<file path="src/rtl/barrel_shifter_pipe.sv">
// Pipelined SLL/SRL/SRA/ROL/ROR, one log2(WIDTH) stage per amount bit; latency AMT_W cycles, 1 beat/cycle.
// Backpressure: a held result (out_valid & ~out_ready) freezes every stage and drops in_ready in the same cycle.
module barrel_shifter_pipe #(
  parameter int WIDTH = 8,
  localparam int AMT_W = $clog2(WIDTH)
) (
  input  logic             clk,
  input  logic             reset,
  input  logic             in_valid,
  output logic             in_ready,
  input  logic [WIDTH-1:0] in_data,
  input  logic [AMT_W-1:0] in_amt,
  input  logic [2:0]       in_mode,
  output logic             out_valid,
  input  logic             out_ready,
  output logic [WIDTH-1:0] out_data
);

  if (WIDTH < 2 || (WIDTH & (WIDTH - 1)) != 0) begin : g_bad_width
    $error("barrel_shifter_pipe: WIDTH must be a power of two >= 2");
  end

  // sign is the operand MSB taken at the input so SRA fill never depends on intermediate data
  typedef struct packed {
    logic             vld;
    logic             sign;
    logic [2:0]       mode;
    logic [AMT_W-1:0] amt;
    logic [WIDTH-1:0] dat;
  } stage_t;

  stage_t stage_q [AMT_W];
  stage_t stage_d [AMT_W];
  logic   stall;

  function automatic logic [WIDTH-1:0] shift_by(input logic [WIDTH-1:0] d,
                                                input logic [2:0]       mode,
                                                input logic             sign,
                                                input int               k);
    int sh;
    sh = 1 << k;
    case (mode)
      3'b000:  shift_by = d << sh;
      3'b001:  shift_by = d >> sh;
      3'b010:  shift_by = (d >> sh) | (sign ? ~({WIDTH{1'b1}} >> sh) : {WIDTH{1'b0}});
      3'b011:  shift_by = (d << sh) | (d >> (WIDTH - sh));
      3'b100:  shift_by = (d >> sh) | (d << (WIDTH - sh));
      default: shift_by = d;
    endcase
  endfunction

  assign stall     = stage_q[AMT_W-1].vld & ~out_ready;
  assign in_ready  = ~stall;
  assign out_valid = stage_q[AMT_W-1].vld;
  assign out_data  = stage_q[AMT_W-1].dat;

  always_comb begin
    for (int k = 0; k < AMT_W; k++) begin
      stage_d[k] = stage_q[k];
    end
    if (!stall) begin
      stage_d[0].vld  = in_valid;
      stage_d[0].sign = in_data[WIDTH-1];
      stage_d[0].mode = in_mode;
      stage_d[0].amt  = in_amt;
      stage_d[0].dat  = in_amt[0] ? shift_by(in_data, in_mode, in_data[WIDTH-1], 0) : in_data;
      for (int k = 1; k < AMT_W; k++) begin
        stage_d[k] = stage_q[k-1];
        if (stage_q[k-1].amt[k]) begin
          stage_d[k].dat = shift_by(stage_q[k-1].dat, stage_q[k-1].mode, stage_q[k-1].sign, k);
        end
      end
    end
  end

  always_ff @(posedge clk) begin
    if (reset) begin
      for (int k = 0; k < AMT_W; k++) begin
        stage_q[k] <= '0;
      end
    end else begin
      for (int k = 0; k < AMT_W; k++) begin
        stage_q[k] <= stage_d[k];
      end
    end
  end

endmodule

</file>
<file path="config.mk">
export PLATFORM = sky130hd
export DESIGN_NAME = barrel_shifter_pipe
export DESIGN_NICKNAME = d
export VERILOG_FILES = /design/src/rtl/barrel_shifter_pipe.sv
export SDC_FILE = /design/constraint.sdc
export NUM_CORES = 1
export LEC_CHECK = 0
export BUFFER_PORTS_ARGS = -buffer_cell sky130_fd_sc_hd__buf_2
export CAP_MARGIN = 0
export CORE_UTILIZATION = 35
export CTS_BUF_LIST = sky130_fd_sc_hd__clkbuf_2 sky130_fd_sc_hd__clkbuf_4 sky130_fd_sc_hd__clkbuf_8
export CTS_CLUSTER_SIZE = 24
export DETAILED_ROUTE_END_ITERATION = 10
export PLACE_DENSITY = 0.6
export SLEW_MARGIN = 25
export SYNTH_ARGS = -nofsm -noshare
export SYNTH_HDL_FRONTEND = slang
export SYNTH_SLANG_ARGS = --single-unit
</file>
<file path="constraint.sdc">
create_clock -name clk -period 3.51 [get_ports clk]
set_clock_uncertainty 0.2 [all_clocks]
set_input_delay 0.1755 -clock clk [delete_from_list [all_inputs] [get_ports clk]]
set_output_delay 0.1755 -clock clk [all_outputs]
set_load 0.02 [all_outputs]
</file>
==> results of run 1 <==
-- synthesized netlist by cell type (2+ instances only) --
library cell  number  area (sq um)
a21o_1             5          37.5
a21oi_1           35           175
a221oi_1          10          87.6
a311oi_1           2          17.5
a32o_1             2          20.0
and3_1             2          12.5
buf_2              8          40.0
buf_4              9          67.6
buf_6              2          22.5
clkbuf_1          12          45.0
dfxtp_1           38           761
inv_1              5          18.8
mux2_1             3          33.8
mux2_2             2          22.5
mux2i_1            8          80.1
nand2_1           47           176
nand2b_1           5          31.3
nand3_1            2          10.0
nand4_1            2          12.5
nor2_1            21          78.8
nor2b_1            4          25.0
nor3_1            12          60.1
nor3b_1            6          45.0
o21ai_0           13          65.1
o21bai_1           5          37.5
o221ai_1           3          26.3
o22ai_1            5          31.3
o32ai_1            4          35.0
or3_1              2          12.5
-- cells by family after synthesis --
kind of cell | after synthesis | share of synthesized area
xor gates and xnor gates | 2 | 0.0111
buffers and inverters | 37 | 0.0873
and+or+nand+nor | 110 | 0.229
AOI/OAI and AO/OA | 92 | 0.267
DFF | 38 | 0.336
adders and majority gates | 2 | 0.00939
muxes | 13 | 0.0602
-- worst max-delay path, stage by stage, from the launching register on --
cell	delay, ps
dfxtp_1	310
nor2b_2	150
inv_2	430
o311ai_1	200
a21o_1	180
or3_1	340
a21oi_1	120
-- through the flow --
step | std cells | setup WS, ps | hold slack (ps)
global placement | 366 | 1550 | 226
floorplan | 294 | 1850 | 116
detailed placement | 366 | 1510 | 235
CTS | 378 | 1490 | 33.9
global route | 378 | 1360 | 64.3
finish | 378 | 1500 | 45.9
-- routing by layer --
layer | track usage | up-vias | share of wire
met5 | 0 | - | 0
li1 | - | 1069 | -
met4 | 0.0544 | 0 | 0.013
met3 | 0.0286 | 7 | 0.029
met2 | 0.255 | 36 | 0.45
met1 | 0.231 | 1022 | 0.51
-- how the worst min path moves through the flow --
stage	endpoint	slack, ps	cells after the start
floorplan	stage_q[0][10]$_SDFFE_PP0N_	120	2
global placement	stage_q[0][9]$_SDFFE_PP0N_	230	3
detailed placement	stage_q[0][10]$_SDFFE_PP0N_	240	3
CTS	stage_q[0][11]$_SDFFE_PP0N_	30	3
global route	stage_q[0][11]$_SDFFE_PP0N_	60	3
finish	stage_q[0][11]$_SDFFE_PP0N_	50	3
-- report_power, final --
part,switching [W],total (W),internal (W),leakage [nW]
Sequential,0.0000336,0.000496,0.000462,0.314
Combinational,0.000103,0.000186,0.0000830,0.607
Clock,0.000154,0.000320,0.000166,0.0517
-- area by class of cell --
class,count,share of cell area
multi-input combinational,219,0.531
sequential,38,0.309
timing repair buffer,32,0.0741
tap,75,0.0381
clock buffer,7,0.0366
inverter,6,0.00914
clock inverter,1,0.00203
-- what timing repair did --
action / CTS / global route
gates resized for setup: 0 / 0
setup buffers: 0 / 0
hold buffers: 4 / 0
endpoints found under the hold margin: 4 / 0
setup endpoints to repair: 0 / 0
-- cell usage in the layout, fill, tap and decap left out, types with 6 or more instances in the layout --
master	synthesis	final
nand2_1	47	47
o21ai_0	13	13
dfxtp_1	38	38
clkbuf_8	0	6
a21oi_1	35	35
a221oi_1	10	10
nor3b_1	6	6
mux2i_1	8	8
buf_2	8	27
nor3_1	12	12
nor2_1	21	21
==> key figures, run 1 <==
Run status
  – Status: completed

Detailed routing
  – Overall routed net length: between 5 and 6 mm
  – Vias per Instance: ~5.6
  – DR vias: roughly 2100
  – TritonRoute pass-1 iters: 4
  – DRC viols: 0
  – Wire per inst: between 10 and 15 um
  – DR iter-0 viols: 159
  – Detail Route Antenna Nets: 0

Placed design
  – Post-detail-place hpwl: ~3.6 mm
  – I/O Buffers: 27
  – Placement Cell Area: roughly 2300 sq um
  – GPL Wtd Cong: a little under 0.9

Power and ir drop
  – P_leak: 0.972 nW
  – Maximum vdd drop: roughly 0.23 mV
  – Pwr dens: a little over 400 nW/um^2
  – Total power: about 0.001 W

Yosys
  – Yosys Warn Count: 0
  – Synth unique cells: 49
  – Post-synth EDFFs: 0
  – Net Count, Synth: about 310
  – Post-synthesis cell area: between 2000 and 2500 sq um
  – Cell count after synthesis: just under 300
  – #FFs+latches synth: 38
  – Primary FF master, synth: dfxtp_1
  – Post-synthesis async set-or-reset flop share: 0
  – Seq/Total Area, Yosys: 0.336
  – Avg Cell Area, Syn: a little under 8 sq um

Hold path
  – Hold_sp: in_mode[0]
  – Worst hold path type: in2reg

Timing
  – Fin Setup TNS: 0 ps
  – Final setup fails: 0
  – Hold Fails Final Rpt: 0
  – Tmin final: a little over 2000 ps
  – Relative slew margins: 0.556
  – Tcrit/Tclk final: 0.573
  – Slew Limit Fails: 0
  – Unrepaired setup endpoints after global routing: false
  – F_max: about 500 MHz
  – Worst-Margin Slew: approximately 670 ps

Clocking
  – CTS tree: done
  – Clk sink count: 38
  – Clock latency on the worst-skew pair: around 290 ps
  – CTS buffer count: 5
  – Root Buffer: clkbuf_8
  – Clock slew at the register clock pins of the worst setup and hold paths: 70 ps
  – H-Tree Depth: 2
  – Longest Clk Path Bufs: 2

Layout
  – Layout Nets: between 300 and 400
  – Layout cells sized above 1: 0.145
  – Inserted Diodes: 0
  – Reg with most FFs: stage_q
  – Register area: between 700 and 800 sq um
  – Final Cell Area: roughly 2500 sq um
  – Footprint of the multi-input gates: ~1300 sq um
  – Max FFs per register: 38
  – Area Overhead vs Synth: 8.78%
  – Top flop regs: stage_q (38)
  – Core Util, Final: 0.404
  – Fillers: 665

Setup path
  – Critical R2R Capture: stage_q[0][2]$_SDFFE_PP0N_
  – Crit path required time: about 3500 ps
  – Flop2flop setup slack: about 1500 ps
  – Worst Setup EP: stage_q[0][2]$_SDFFE_PP0N_
  – Setup crit end kind: flop
  – Setup crit start kind: flop
  – Critical path class: reg2reg
  – CP startpoint: stage_q[0][47]$_SDFFE_PP0N_
  – Crit Path Max Fanout: 34
  – Worst EP arrival: between 2000 and 2500 ps
  – R2r worst-path depth: 6
  – Worst r2r src: stage_q[0][47]$_SDFFE_PP0N_

Run
  – Number of max-cap violations: 0

Global routing
  – Largest net degree at the start of global routing: 43
  – Global-route wire length before repair: ~8.6 mm
  – GRT Util Overall: 0.165
  – Initial antenna violation count: 0
  – GRT overflow: 0
  – Vias in the first global route: approximately 1800

Die
  – Die area: around 6800 sq um
  – Die Wd: roughly 80 um
  – Starting Density: 0.372
  – Number of core rows: 28
  – I/O pin total: 28
  – Area of the core: a little over 6000 sq um
  – Die Y: around 82 um
Note: power is estimated with default switching activity, not from simulation.
==> run 2: changes to the inputs <==
==> constraint.sdc (replaced) <==
create_clock -name clk -period 2.05 [get_ports clk]
set_clock_uncertainty 0.2 [all_clocks]
set_input_delay 0.1025 -clock clk [delete_from_list [all_inputs] [get_ports clk]]
set_output_delay 0.1025 -clock clk [all_outputs]
set_load 0.02 [all_outputs]
==> run 2 against run 1 <==
Clock power rose by 72%. Clock-buffer cell count did not move. Non-clock buffer count grew 8. Via count increased by 1.6%. Sequential share of layout area is 0.97 points lower. Maximum frequency up 5.8%. First-iteration DRC count up 16%. Critical path type unchanged. Largest cell class unchanged. Largest power group unchanged. Highest routed layer unchanged.
==> key figures, run 2 (same netlist as run 1, synthesis figures left out) <==
Run status
  – Status: completed

Setup path
  – Crit Path Max Fanout: 11 (-68%)
  – Flop2flop setup slack: 150 ps (-1350 ps)
  – CP peak stage delay: 580 ps (+150 ps)
  – Critical-path cell list: xor2_2 -> mux2_1 -> o22ai_1 -> a21o_1 -> a21oi_1
  – Setup crit start kind: flop
  – Critical path class: reg2reg
  – Crit path required time: 2010 ps (-1510 ps)
  – Setup crit end kind: flop
  – Slowest-stage cell, CP: dfxtp_1
  – Worst EP arrival: 1870 ps (-160 ps)

Detailed routing
  – Vias per Instance: 5.62 (-0.51%)
  – Overall routed net length: 5.76 mm (+7.0%)
  – DRC viols: 0 (unchanged)
  – DR vias: 2168 (+1.6%)
  – Wire per inst: 14.9 um (+4.7%)
  – TritonRoute pass-1 iters: 4 (unchanged)
  – Detail Route Antenna Nets: 0 (unchanged)
  – DR iter-0 viols: 184 (+16%)

Power and ir drop
  – Clock network fraction of total power: 0.317 (-0.002)
  – Switching fraction of total power: 0.292 (+0.00233)
  – Maximum vdd drop: 0.337 mV (+46%)
  – Reg power frac: 0.489 (-0.006)
  – Combinational power share: 0.194 (+0.008)
  – Power Internal: 0.00123 W (+73%)
  – P_leak: 1.01 nW (+4.1%)
  – Pwr dens: 682 nW/um^2 (+68%)
  – Psw: 0.000507 W (+75%)

Layout
  – Layout Nets: 328 (+2.5%)
  – Layout cells sized above 1: 0.158 (+0.0123)
  – Commonest cells after routing, fill and taps aside: 47 x nand2_1, 38 x dfxtp_1, 35 x a21oi_1, 27 x buf_2, 21 x nor2_1
  – Reg with most FFs: stage_q
  – Final Cell Area: 2540 sq um (+3.3%)
  – Max FFs per register: 38 (unchanged)
  – Most common cell after layout, fill and taps aside: nand2_1
  – Top flop regs: stage_q (38)
  – Inserted Diodes: 0 (unchanged)
  – Core Util, Final: 0.417 (+0.0131)
  – Fillers: 678 (+2.0%)
  – Area Overhead vs Synth: 12.3%

Clocking
  – Root Buffer: clkbuf_8
  – H-Tree Depth: 2 (unchanged)
  – Clk sink count: 38 (unchanged)
  – Longest Clk Path Bufs: 2 (unchanged)
  – Clock slew at the register clock pins of the worst setup and hold paths: 70 ps (about the same)
  – Clock latency on the worst-skew pair: 290 ps (about the same)
  – CTS buffer count: 5 (unchanged)
  – Post-CTS Setup Inserts: 0 (unchanged)
  – CTS tree: done

Global routing
  – GRT overflow: 0 (unchanged)
  – GRT Util Overall: 0.182 (+0.0162)
  – Initial antenna violation count: 0 (unchanged)
  – Vias in the first global route: 1899 (+3.5%)
  – Global-route wire length before repair: 9.30 mm (+8.2%)
  – Largest net degree at the start of global routing: 43 (unchanged)

Timing
  – Relative slew margins: 0.609 (+0.0530)
  – Hold Fails Final Rpt: 0 (unchanged)
  – Unrepaired setup endpoints after global routing: false
  – Tmin final: 1900 ps (-110 ps)
  – Slew Limit Fails: 0 (unchanged)
  – Final setup fails: 0 (unchanged)
  – F_max: 526 MHz (+5.8%)
  – Fin Setup TNS: 0 ps (unchanged)
  – Worst-Margin Slew: 586 ps (-80.3 ps)
  – Tcrit/Tclk final: 0.927 (+0.354)

Placed design
  – Placement Cell Area: 2380 sq um (+2.1%)
  – GPL Wtd Cong: 0.873 (-0.63%)
  – I/O Buffers: 27 (unchanged)
  – Post-detail-place hpwl: 3.90 mm (+7.2%)

Hold path
  – Worst hold path type: in2reg

Die
  – Starting Density: 0.372 (unchanged)
  – Die area: 6800 sq um (unchanged)
  – I/O pin total: 28 (unchanged)
  – Number of core rows: 28 (unchanged)
  – Die Wd: 82.4 um (unchanged)
  – Die Y: 82.4 um (unchanged)
  – Area of the core: 6100 sq um (unchanged)

Run
  – Number of max-cap violations: 0 (unchanged)
## run 2: changes by cell type in the layout (fill, tap and decap cells not counted), sizes merged
cell | before | now
dlygate4sd3 | 4 | 7
buf | 28 | 33
## run 2: per-stage QoR
stage                     total power (W)  hold slack, ps  instances  setup WS [ps]
after floorplan                   0.00111            43.0        294            392
after global placement            0.00118             151        371            234
after detailed placement          0.00119             157        371            164
after CTS                         0.00174            10.6        386            155
after global routing              0.00182            36.7        386           41.5
final                             0.00174            8.52        386            149
## run 2: routing by layer
metal  global-route usage  vias up  wire length [um]
li1                     -     1082                 -
met1                0.254     1017              2770
met2                0.269       62              2610
met3               0.0473        7               296
met4               0.0561        0                76
met5                    0        -                 0
## run 2: final cells by class
type | count | area, sq um | share of cell area
flip-flops and latches | 38 | 761 | 0.299
inverters | 6 | 22.5 | 0.00885
clock inverters | 1 | 5.00 | 0.00197
clock buffers | 7 | 90.1 | 0.0354
multi-input cells | 219 | 1310 | 0.515
repair buffers | 40 | 263 | 0.103
well taps | 75 | 93.8 | 0.0369
## run 2: worst paths after layout
check                                              endpoint  depth (start not counted)                         from
worst min register to register  stage_q[0][10]$_SDFFE_PP0N_                          2  stage_q[0][10]$_SDFFE_PP0N_
worst max register to register  stage_q[0][20]$_SDFFE_PP0N_                          5  stage_q[0][12]$_SDFFE_PP0N_
worst min-delay path             stage_q[0][5]$_SDFFE_PP0N_                          3                   in_data[5]
worst max-delay path            stage_q[0][20]$_SDFFE_PP0N_                          5  stage_q[0][12]$_SDFFE_PP0N_
## run 2: worst max-delay path: cells and delay by family, from the launching register on
family / cells / cell delay [ps]
flops: 1 / 580
mux: 1 / 360
compound gates: 3 / 330
xor+xnor: 1 / 300
## run 2: power by group through the flow
stage	Sequential, W	Clock [W]	Combinational (W)
2_1_floorplan	0.000839	0	0.000269
3_3_place_gp	0.000863	0	0.000320
5_1_grt	0.000856	0.000587	0.000376
6_report	0.000849	0.000550	0.000336
4_1_cts	0.000848	0.000559	0.000335
3_5_place_dp	0.000865	0	0.000323
## run 2: what timing repair did
item | 4_1_cts | 5_1_grt
hold buffers | 7 | 0
hold endpoints to repair | 7 | 0
gates resized for setup | 0 | 0
